<file path="src/rtl/uart_tx_fifo.sv">
// rtl/uart_tx_fifo.sv - CSR-fed word FIFO drained by an 8N1 UART transmitter
module uart_tx_fifo #(
    parameter int          DEPTH    = 8,
    parameter logic [11:0] CSR_ADDR = 12'h050
) (
    input  logic        clk_i,
    input  logic        reset_i,
    input  logic        csr_enable,
    input  logic [11:0] csr_addr,
    input  logic [2:0]  csr_op,
    input  logic [4:0]  rs1_zimm,
    input  logic [31:0] rs1_data,
    input  logic [31:0] prescaler,
    output logic [31:0] csr_data_out,
    output logic        tx,
    output logic        have_next,
    output logic        busy
);

    // RISC-V funct3 encodings of the CSR instructions
    localparam logic [2:0] OP_RW  = 3'b001;
    localparam logic [2:0] OP_RWI = 3'b101;

    localparam int AW    = $clog2(DEPTH);
    localparam int CNT_W = AW + 1;

    typedef enum logic [1:0] {
        IDLE  = 2'd0,
        START = 2'd1,
        DATA  = 2'd2,
        STOP  = 2'd3
    } state_t;

    logic [31:0]      mem_q [DEPTH];
    logic [AW-1:0]    wr_ptr_q;
    logic [AW-1:0]    rd_ptr_q;
    logic [CNT_W-1:0] count_q;

    state_t           state_q;
    logic [31:0]      word_q;
    logic [1:0]       byte_idx_q;
    logic [2:0]       bit_idx_q;
    logic [31:0]      cnt_q;
    logic             tx_q;

    logic             csr_hit;
    logic             push_req;
    logic             push_ok;
    logic             pop_ok;
    logic             full;
    logic [31:0]      push_data;
    logic [2:0]       next_bit;

    assign csr_hit   = csr_enable && (csr_addr == CSR_ADDR);
    assign push_req  = csr_hit && ((csr_op == OP_RW) || (csr_op == OP_RWI));
    assign push_data = (csr_op == OP_RWI) ? {27'b0, rs1_zimm} : rs1_data;
    assign full      = (count_q == CNT_W'(DEPTH));
    assign have_next = (count_q != '0);
    // The transmitter takes the head word in the single IDLE cycle it leaves from
    assign pop_ok    = (state_q == IDLE) && have_next;
    // A full FIFO still accepts a push when the same cycle pops the head
    assign push_ok   = push_req && (!full || pop_ok);
    assign next_bit  = bit_idx_q + 3'd1;

    assign csr_data_out = csr_hit ? 32'(count_q) : 32'd0;
    assign tx           = tx_q;
    assign busy         = (state_q != IDLE);

    // FIFO storage; validity is tracked by the pointers, so no reset is needed
    always_ff @(posedge clk_i) begin
        if (push_ok) begin
            mem_q[wr_ptr_q] <= push_data;
        end
    end

    // FIFO pointers and occupancy
    always_ff @(posedge clk_i or negedge reset_i) begin
        if (!reset_i) begin
            wr_ptr_q <= '0;
            rd_ptr_q <= '0;
            count_q  <= '0;
        end else begin
            if (push_ok) begin
                wr_ptr_q <= wr_ptr_q + AW'(1);
            end
            if (pop_ok) begin
                rd_ptr_q <= rd_ptr_q + AW'(1);
            end
            if (push_ok && !pop_ok) begin
                count_q <= count_q + CNT_W'(1);
            end else if (!push_ok && pop_ok) begin
                count_q <= count_q - CNT_W'(1);
            end
        end
    end

    // Transmitter FSM; tx_q is loaded with the level of the state being entered
    always_ff @(posedge clk_i or negedge reset_i) begin
        if (!reset_i) begin
            state_q    <= IDLE;
            word_q     <= '0;
            byte_idx_q <= '0;
            bit_idx_q  <= '0;
            cnt_q      <= '0;
            tx_q       <= 1'b1;
        end else begin
            case (state_q)
                IDLE: begin
                    tx_q <= 1'b1;
                    if (have_next) begin
                        word_q     <= mem_q[rd_ptr_q];
                        byte_idx_q <= '0;
                        cnt_q      <= prescaler;
                        tx_q       <= 1'b0;
                        state_q    <= START;
                    end
                end
                START: begin
                    if (cnt_q == 32'd0) begin
                        cnt_q     <= prescaler;
                        bit_idx_q <= '0;
                        tx_q      <= word_q[{byte_idx_q, 3'd0}];
                        state_q   <= DATA;
                    end else begin
                        cnt_q <= cnt_q - 32'd1;
                    end
                end
                DATA: begin
                    if (cnt_q == 32'd0) begin
                        cnt_q <= prescaler;
                        if (bit_idx_q == 3'd7) begin
                            tx_q    <= 1'b1;
                            state_q <= STOP;
                        end else begin
                            bit_idx_q <= next_bit;
                            tx_q      <= word_q[{byte_idx_q, next_bit}];
                        end
                    end else begin
                        cnt_q <= cnt_q - 32'd1;
                    end
                end
                STOP: begin
                    if (cnt_q == 32'd0) begin
                        if (byte_idx_q == 2'd3) begin
                            tx_q    <= 1'b1;
                            state_q <= IDLE;
                        end else begin
                            byte_idx_q <= byte_idx_q + 2'd1;
                            cnt_q      <= prescaler;
                            tx_q       <= 1'b0;
                            state_q    <= START;
                        end
                    end else begin
                        cnt_q <= cnt_q - 32'd1;
                    end
                end
                default: begin
                    tx_q    <= 1'b1;
                    state_q <= IDLE;
                end
            endcase
        end
    end

endmodule

</file>
<file path="config.mk">
export PLATFORM = sky130hd
export DESIGN_NAME = uart_tx_fifo
export DESIGN_NICKNAME = d
export VERILOG_FILES = /design/src/rtl/uart_tx_fifo.sv
export SDC_FILE = /design/constraint.sdc
export NUM_CORES = 1
export LEC_CHECK = 0
export ABC_CLOCK_PERIOD_IN_PS = 4900
export CORE_ASPECT_RATIO = 0.5
export CORE_MARGIN = 2
export CORE_UTILIZATION = 55
export CTS_CLUSTER_DIAMETER = 120
export CTS_CLUSTER_SIZE = 30
export DETAILED_ROUTE_END_ITERATION = 10
export PLACE_DENSITY = 0.76
export SLEW_MARGIN = 20
export SYNTH_ARGS = -nofsm -noshare
export SYNTH_HDL_FRONTEND = slang
export SYNTH_SLANG_ARGS = --single-unit
export TNS_END_PERCENT = 5
</file>
<file path="constraint.sdc">
create_clock -name clk_i -period 4.9 [get_ports clk_i]
set_clock_uncertainty 0.2 [all_clocks]
set_input_delay 0.49 -clock clk_i [delete_from_list [all_inputs] [get_ports clk_i]]
set_output_delay 0.49 -clock clk_i [all_outputs]
set_load 0.01 [all_outputs]
</file>
Word level (Yosys, flattened, before mapping)

Memory sizes are Yosys's and may differ from the RTL's. A register that Yosys moved wholly into a read port is not among the register bits.
Cells that the tools add are included.

Register bits after elaboration: 50
RAM bits: 256
Output and inout bits: 35
Memories: 1

$add $sub $neg: 7
Magnitude comparators: 2
Equal/unequal tests: 17
Multiplexer cells: 37
Reductions and logical operators: 26

Memories:

| memory | depth | bits a word | rd ports | clocked after Yosys merged registers in | wr ports | line | RTL |
|---|---|---|---|---|---|---|---|
| mem_q  | 8     | 32          | 1        | 1                                       | 1        | 34   | `logic [31:0] mem_q [DEPTH];` |

Operators with widths:

| kind                    | count |
|---|---|
| $mux W32                | 5 |
| $pmux W32 S3            | 1 |
| $logic_not A32 Y1       | 1 |
| $sub A32 B1 Y32 const B | 1 |
| $mux W2                 | 8 |
| $ne A2 B2 Y1 const B    | 7 |
| $eq A12 B7 Y1 const B   | 1 |
| $lt A5 B6 Y1 const B    | 2 |
| $mux W4                 | 3 |
| $mux W1                 | 11 |
| $add A3 B1 Y3 const B   | 3 |
| $mux W3                 | 3 |
| $pmux W2 S4             | 1 |
| $reduce_and A4 Y1       | 2 |
| $reduce_bool A2 Y1      | 4 |
| $eq A2 B2 Y1 const B    | 3 |
| $eq A3 B3 Y1 const B    | 2 |
| $logic_and A1 B1 Y1     | 6 |
| $pmux W3 S2             | 1 |
| $bmux W1 S5             | 1 |
| $reduce_and A5 Y1       | 1 |
| $add A4 B1 Y4 const B   | 1 |
| $eq A4 B4 Y1 const B    | 1 |
| $logic_not A1 Y1        | 4 |
| 14 further kinds        | 16 |

Longest topological paths before layout

Gate-level depths: netlist of the first run.

Depth in word-level cells: 8
Mapped depth: 14
Depth with buffers taken out: 13

Worst setup path before layout of the first run

No wires, ideal clock.

Path type: in2reg
Start point: in csr_addr[3]
End point: mem mem_q[4][0], enable pin
Arrival time: 3.939 ns
Required time: 4.232 ns
Path slack: 0.293 ns
Cell stages on the path: 6
Path through: nor4b_1 and4_1 and4b_1 clkbuf_1 nand2b_1 nor3b_1

Word-level cells in the longest chain between the ends: 6

Ends and longest elaborated chain:

| what                          | line | RTL |
|---|---|---|
| from (decl)                   | 9    | `input logic [11:0] csr_addr,` |
| $eq A12 B7 Y1                 | 54   | `assign csr_hit = csr_enable && (csr_addr == CSR_ADDR);` |
| $logic_and A1 B1 Y1           | 54   |  |
| $logic_and A1 B1 Y1           | 55   | `assign push_req = csr_hit && ((csr_op == OP_RW) \|\| (csr_op == OP_RWI));` |
| $logic_and A1 B1 Y1           | 62   | `assign push_ok = push_req && (!full \|\| pop_ok);` |
| named net push_ok             | 48   | `logic push_ok;` |
| $mux W1                       | 71   | `if (push_ok) begin` |
| $mux W1 (implied by the code) | 72   | `mem_q[wr_ptr_q] <= push_data;` |
| to (decl)                     | 34   |  |

The timed path passes the listed nets, and every way through them passes these cells.

Worst setup path after layout of the first run

Start point: reg cnt_q[10]
End point: reg cnt_q[12]

Word-level cells in the longest chain between the ends: 3
Elaborated cells on any way between the ends: 7
Those cells by class: 1 x add/sub; 1 x eq/ne; 3 x mux; 2 x reduce/logical

Ends and longest elaborated chain:

| what                                                        | line | RTL |
|---|---|---|
| from (decl)                                                 | 43   | `logic [31:0] cnt_q;` |
| from (signal assigned)                                      | 113  | `cnt_q <= prescaler;` |
| from (signal assigned)                                      | 120  | `cnt_q <= prescaler;` |
| from (signal assigned)                                      | 125  | `cnt_q <= cnt_q - 32'd1;` |
| $sub A32 B1 Y32 / $logic_not A32 Y1 (equally long branches) | n/a  |  |
| $mux W32, or another cell as far along                      | 143  | `if (cnt_q == 32'd0) begin` |
| $pmux W32 S3 / $reduce_and A2 Y1 (equally long branches)    | n/a  |  |

Parallel ways exist; a longest one is shown, timed or not.
A chain may end at the register's enable or synchronous reset.

==> results of run 1 <==
## placed cells by master, fill, tap and decap left out, types with 4 or more instances in the layout
master / n
edfxtp_1: 256
mux2i_1: 51
buf_4: 23
or3_1: 5
a21oi_1: 4
nand4_1: 15
conb_1: 28
nor2_1: 23
and2_1: 35
ha_1: 15
xnor2_1: 6
a32oi_1: 4
a2bb2oi_1: 12
nor4_1: 14
or2_2: 4
clkdlybuf4s50_1: 92
inv_1: 21
nor4_2: 5
a211oi_1: 15
or4_1: 5
o211ai_1: 17
nor3b_2: 4
o2bb2ai_1: 9
nand3_1: 12
dfrtp_1: 78
mux4_2: 71
o21ai_0: 45
nor3_1: 25
clkbuf_1: 9
mux2_2: 12
and4_1: 4
nand2_1: 56
a22oi_1: 7
a22o_1: 4
clkbuf_16: 15
## per-layer routing
metal  GRT usage  part of all wire  wire, um
met4      0.0473             0.018       566
met5           0                 0         0
met1       0.322              0.44     14200
met3      0.0316             0.057      1830
met2       0.375              0.48     15300
## through the flow
| step | hold slack, ns | worst slack, ns | utilization | std cells | instance area, um2 |
|---|---|---|---|---|---|
| 2_1_floorplan | -0.00559 | 0.293 | - | 1009 | 15200 |
| 3_3_place_gp | 0.256 | 1.31 | 0.611 | 1386 | 16300 |
| 3_5_place_dp | 0.268 | 1.18 | 0.611 | 1386 | 16400 |
| 4_1_cts | 0.293 | 1.64 | 0.628 | 1413 | 16800 |
| 5_1_grt | 0.316 | 1.48 | 0.629 | 1414 | 16800 |
| 6_report | 0.278 | 1.58 | 0.629 | 1414 | 16800 |
## cells by family after synthesis
kind of cell	Yosys count
flops	338
mux	134
buf+inv	111
fa+ha+maj	16
simple gates	234
compound gates	140
other cells	1
xor+xnor	8
## layout make-up
cell class / count / area [um2]
timing repair buffer: 117 / 1130
sequential: 338 / 9750
clock inverter: 2 / 38.8
multi-input combinational: 560 / 4990
inverter: 21 / 78.8
clock buffer: 24 / 409
fill: 1905 / 9910
tap: 352 / 440
## report_power, final
part / switching [mW] / internal [mW]
Clock: 0.867 / 0.602
Sequential: 0.460 / 3.39
Combinational: 0.667 / 0.890
## registers in the layout (all words and copies together), names as in the netlist
signal,flops
byte_idx_q,2
state_q,2
rd_ptr_q,3
wr_ptr_q,3
word_q,32
bit_idx_q,3
cnt_q,32
tx,1
mem_q,256
count_q,4
## worst paths after layout
check | from | to | cells past startpoint
setup / recovery | cnt_q[10] | cnt_q[12] | 5
hold / removal | reset_i | cnt_q[26] | 2
min in group clk_i | word_q[22] | word_q[22] | 2
setup reg to reg | cnt_q[10] | cnt_q[12] | 5
hold reg to reg | word_q[22] | word_q[22] | 2
max in group asynchronous | reset_i | rd_ptr_q[0] | 3
## critical path: cells and delay by family, from the launching register on
family | cells | cell delay, ns
flip-flops | 1 | 0.45
AND/OR/NAND/NOR | 2 | 1.31
AO/OA/AOI/OAI | 3 | 1.24
## timing repair
| item | CTS | global route |
|---|---|---|
| hold endpoints to repair | 38 | 0 |
| hold buffers | 1 | 0 |
| endpoints found under the setup margin | 0 | 0 |
==> reports/results.ini, run 1 <==
[drt]
via_per_inst=6.21
drtIter0Drc=871
postRouteAntennaNets=0
dr.pass1.iters=7
dr_total_vias=8784
avgRoutedWirePerCell_um=22.5
drc=0
wl_um=31900

[timing]
worst_slew_pin_slew_ns=0.972
fmax_ghz=0.302
setup_viol=0
period_share=0.677
final_max_slew_viol_count=0
slew_headroom=0.352
setup_tns_ns=0
finalCriticalPeriod_ns=3.32
hold_violations=0
rsz0062_at_grt=no

[power]
finalPower_mw=6.87
power_leakage_nw=5.66
power.density_mw_per_mm2=408
ir_drop_v=0.000273

[global_route]
grt_overflow=0
antenna_found_initial=0
gr-usage-all-layers=0.225
grt_max_degree=67
grt_pass1_wl_um=50100
grt_pass1_vias=8964

[die]
start_util=0.566
pin_count=122
die_w_um=239
dieHeight_um=121
core_area_mm2=0.0267
rows=42
die_area_mm2=0.0290

[logic_synthesis]
synth_area_mm2=0.0151
synth_xor_area_frac=0.00463
yosysTopAreaCell=edfxtp_1
yosys.area_share.simple=0.0864
synth_edf_count=256
synth_commonest_cells=256 x edfxtp_1, 81 x dfrtp_1, 71 x mux4_2, 57 x nand2_1, 51 x mux2i_1
ys_types=69
synth_area_leaders=edfxtp_1 51%, dfrtp_1 13%, mux4_2 11%
synth-seq-cells=338
synth_ff_type=edfxtp_1
synth_top_family_by_area=multiplexers
syn_avg_cell_area_um2=15.4
muxShareOfSynthArea=0.148
synth_top_area_share=0.508
synth_most_common_cell=edfxtp_1
ys_async_sr_fraction=0.243
ys_seq_area_frac=0.643
synth_fa_ha_area_frac=0.0137
yosysWarnings=0
synth_compound_area_frac=0.0664
netlist_instances=982

[clocking]
numCtsBuffers=15
ctsResizeCount=0
clkSinkCount=338
htreeDepth=1
cts_root_buf=clkbuf_16
cts.path.max_buffers=3
clk_latency_ns=0.52
cts_tree=yes
post_cts_buffers=0
clk_pin_slew_worst_paths_ns=0.12

[outcome]
status=finished clean

[setup_path]
path_cells=nor4_2 -> and4_1 -> a31o_2 -> o211ai_1 -> a221o_1
critPathLaunchType=flop
cp_slowest_stage_delay_ns=0.78
path_max_fanout=31
slowest_stage=and4_1
crit_type=reg2reg
timing.critical_path.required_ns=5.11
worstSetupEndpointType=flop
r2r_slack_ns=1.58
arrival_ns=3.52

[cells_and_area]
diodes=0
drive_gt1_frac=0.150
syn2layout_area_growth_pct=11.2
fin_nets=1156

[place]
port_buffers=93
place_congestion=0.866
hpwl_um=19800

[worst_hold_path]
hold_class=in2async

[flow_run]
drv_cap=0

(Power assumes the default switching activity.)
==> run 2, diff against run 1 <==
- ABC_CLOCK_PERIOD_IN_PS: 4900 -> 3400
- clock period: 4.9 -> 3.4 ns (I/O delays scaled with it)
==> run 2 against run 1 <==
Count of clock-buffer cells in the layout stayed put. Combinational power increased by 52%. Critical path depth is 3 higher. Worst hold slack worse by 0.078 ns. Design area is 1.3% higher. Global-route usage is 0.42 points higher. Sequential power is 43% higher. First-iteration DRC count up 13%. Power rose by 46%. Largest power group unchanged.
==> reports/results.ini, run 2 (synthesis gave the netlist of run 1 again) <==
[power]
p_sw_mw=2.90  ; was 1.99 mW
power.density_mw_per_mm2=586  ; was 408 mW/mm2
power_leakage_nw=5.77  ; was 5.66 nW
p_sw_frac=0.290  ; about the same
power_frac_seq=0.551  ; was 0.560
combPwrFrac=0.237  ; was 0.227
p_int_mw=7.10  ; was 4.88 mW
clkPwrFrac=0.211  ; was 0.214
ir_drop_v=0.000304  ; was 0.000273 V

[die]
die_area_mm2=0.0290  ; unchanged
dieHeight_um=121  ; unchanged
pin_count=122  ; unchanged
rows=42  ; unchanged
start_util=0.566  ; unchanged
die_w_um=239  ; unchanged
core_area_mm2=0.0267  ; unchanged

[place]
hpwl_um=21100  ; was 19,800 um
port_buffers=93  ; unchanged
place_congestion=0.894  ; was 0.866
place_inst=1403  ; was 1,386
placedInstanceArea_mm2=0.0166  ; was 0.0164 mm2

[drt]
wl_um=32500  ; was 31,900 um
drc=0  ; unchanged
dr_total_vias=8808  ; was 8,784
postRouteAntennaNets=0  ; unchanged
avgRoutedWirePerCell_um=22.8  ; was 22.5 um
via_per_inst=6.16  ; was 6.21
drtIter0Drc=987  ; was 871
dr.pass1.iters=8  ; was 7

[setup_path]
r2r_start=cnt_q[0]  ; was cnt_q[10]
r2r_slack_ns=0.37  ; was 1.58 ns
startpoint=cnt_q[0]  ; was cnt_q[10]
timing.critical_path.required_ns=3.62  ; was 5.11 ns
crit_type=reg2reg  ; unchanged
arrival_ns=3.24  ; was 3.52 ns
path_max_fanout=10  ; was 31
rr_worst_depth=8  ; was 5
r2r-end=cnt_q[24]  ; was cnt_q[12]
worstSetupEndpointType=flop  ; unchanged
critPathLaunchType=flop  ; unchanged

[cells_and_area]
final_cell_mix=256 x edfxtp_1, 92 x clkdlybuf4s50_1, 78 x dfrtp_1  ; unchanged
fin_cells=1430  ; was 1,414
drive_gt1_frac=0.161  ; was 0.150
fin_nets=1172  ; was 1,156
syn2layout_area_growth_pct=12.7  ; was 11.2%
final_common_cell=edfxtp_1  ; unchanged
design_area_mm2=0.0171  ; was 0.0168 mm2
regMostFlops=mem_q  ; unchanged
largest_reg_flops=256  ; unchanged
top_regs=mem_q: 256 flops, cnt_q: 32 flops, word_q: 32 flops  ; unchanged
diodes=0  ; unchanged

[global_route]
grt_max_degree=67  ; unchanged
met1_usage=0.333  ; was 0.322
gr-usage-all-layers=0.229  ; was 0.225
grt_util_met3=0.0243  ; was 0.0316
antenna_found_initial=0  ; unchanged
grt_overflow=0  ; unchanged
grt_pass1_wl_um=50900  ; was 50,100 um
top_usage_layer=met2  ; unchanged
grt_use_met2=0.388  ; was 0.375
grt_pass1_vias=8909  ; was 8,964

[timing]
slew_headroom=0.432  ; was 0.352
setup_viol=0  ; unchanged
worst_slew_pin_slew_ns=0.852  ; was 0.972 ns
final_max_slew_viol_count=0  ; unchanged
period_share=0.891  ; was 0.677
fin_hold_ws_ns=0.200  ; was 0.278 ns
finalCriticalPeriod_ns=3.03  ; was 3.32 ns
fmax_ghz=0.330  ; was 0.302 GHz
hold_violations=0  ; unchanged
rsz0062_at_grt=no  ; unchanged

[clocking]
post_cts_buffers=0  ; unchanged
cts.path.max_buffers=3  ; unchanged
clk_pin_slew_worst_paths_ns=0.12  ; about the same
clk_latency_ns=0.52  ; about the same
clkSinkCount=338  ; unchanged
htreeDepth=1  ; unchanged
cts_tree=yes  ; unchanged
cts_root_buf=clkbuf_16  ; unchanged
numCtsBuffers=15  ; unchanged

[outcome]
status=finished clean  ; unchanged

[worst_hold_path]
hold_class=in2async  ; unchanged

[flow_run]
drv_cap=0  ; unchanged

==> run 2: changes by cell type in the layout (fill, tap and decap cells not counted) <==
cell     change
buf_4        +8
buf_12       +9
nor3b_2      -2
nor3b_4      +2
nor2_2       -1
nor2_1       +1
buf_16       -1
==> run 2: worst max path at each step <==
stage                  end  depth (start not counted)
2_1_floorplan  mem_q[6][0]                          8
6_report         cnt_q[24]                          8
5_1_grt          cnt_q[24]                          8
3_3_place_gp    count_q[3]                         12
4_1_cts          cnt_q[24]                          8
3_5_place_dp    count_q[3]                         12
==> run 2: power by group through the flow <==
| stage | Combinational, mW | Clock, mW | Sequential [mW] |
|---|---|---|---|
| global route | 2.59 | 2.29 | 5.61 |
| global placement | 2.32 | 0 | 5.58 |
| detailed placement | 2.39 | 0 | 5.61 |
| CTS | 2.39 | 2.17 | 5.52 |
| finish | 2.37 | 2.11 | 5.52 |
| floorplan | 1.93 | 0 | 5.25 |
==> run 2: area by class of cell <==
type | count | area (um2)
Sequential cell | 338 | 9750
Clock buffer | 24 | 409
Inverter | 21 | 78.8
Fill cell | 1866 | 9690
Multi-Input combinational cell | 560 | 5000
Clock inverter | 2 | 38.8
Tap cell | 352 | 440
Timing Repair Buffer | 133 | 1340
==> run 2: layer usage <==
| metal | part of all wire | vias up |
|---|---|---|
| met5 | 0 | - |
| met2 | 0.49 | 330 |
| li1 | - | 3968 |
| met1 | 0.44 | 4486 |
| met3 | 0.064 | 24 |
| met4 | 0.0091 | 0 |
==> run 2: worst max-delay path, stage by stage, from the launching register on <==
cell and delay (ns):
dfrtp_1 0.44, inv_1 0.09, ha_1 0.13, nor4b_1 0.44, and4_1 0.48, and4_1 0.51, buf_4 0.27, nor3_1 0.08
a211o_1 0.27
==> run 2: metrics by stage <==
stage	setup WS [ns]	total power [mW]	TNS (ns)	util
3_3_place_gp	0.272	7.90	0	0.621
5_1_grt	0.219	10.5	0	0.638
4_1_cts	0.427	10.1	0	0.638
2_1_floorplan	-1.12	7.18	-134.01	-
3_5_place_dp	0.190	7.99	0	0.621
6_report	0.372	10.0	0	0.638
==> run 2: repair_timing <==
action	in CTS	in global routing
hold buffers	1	0
hold endpoints to repair	48	0
gates resized for setup	0	0
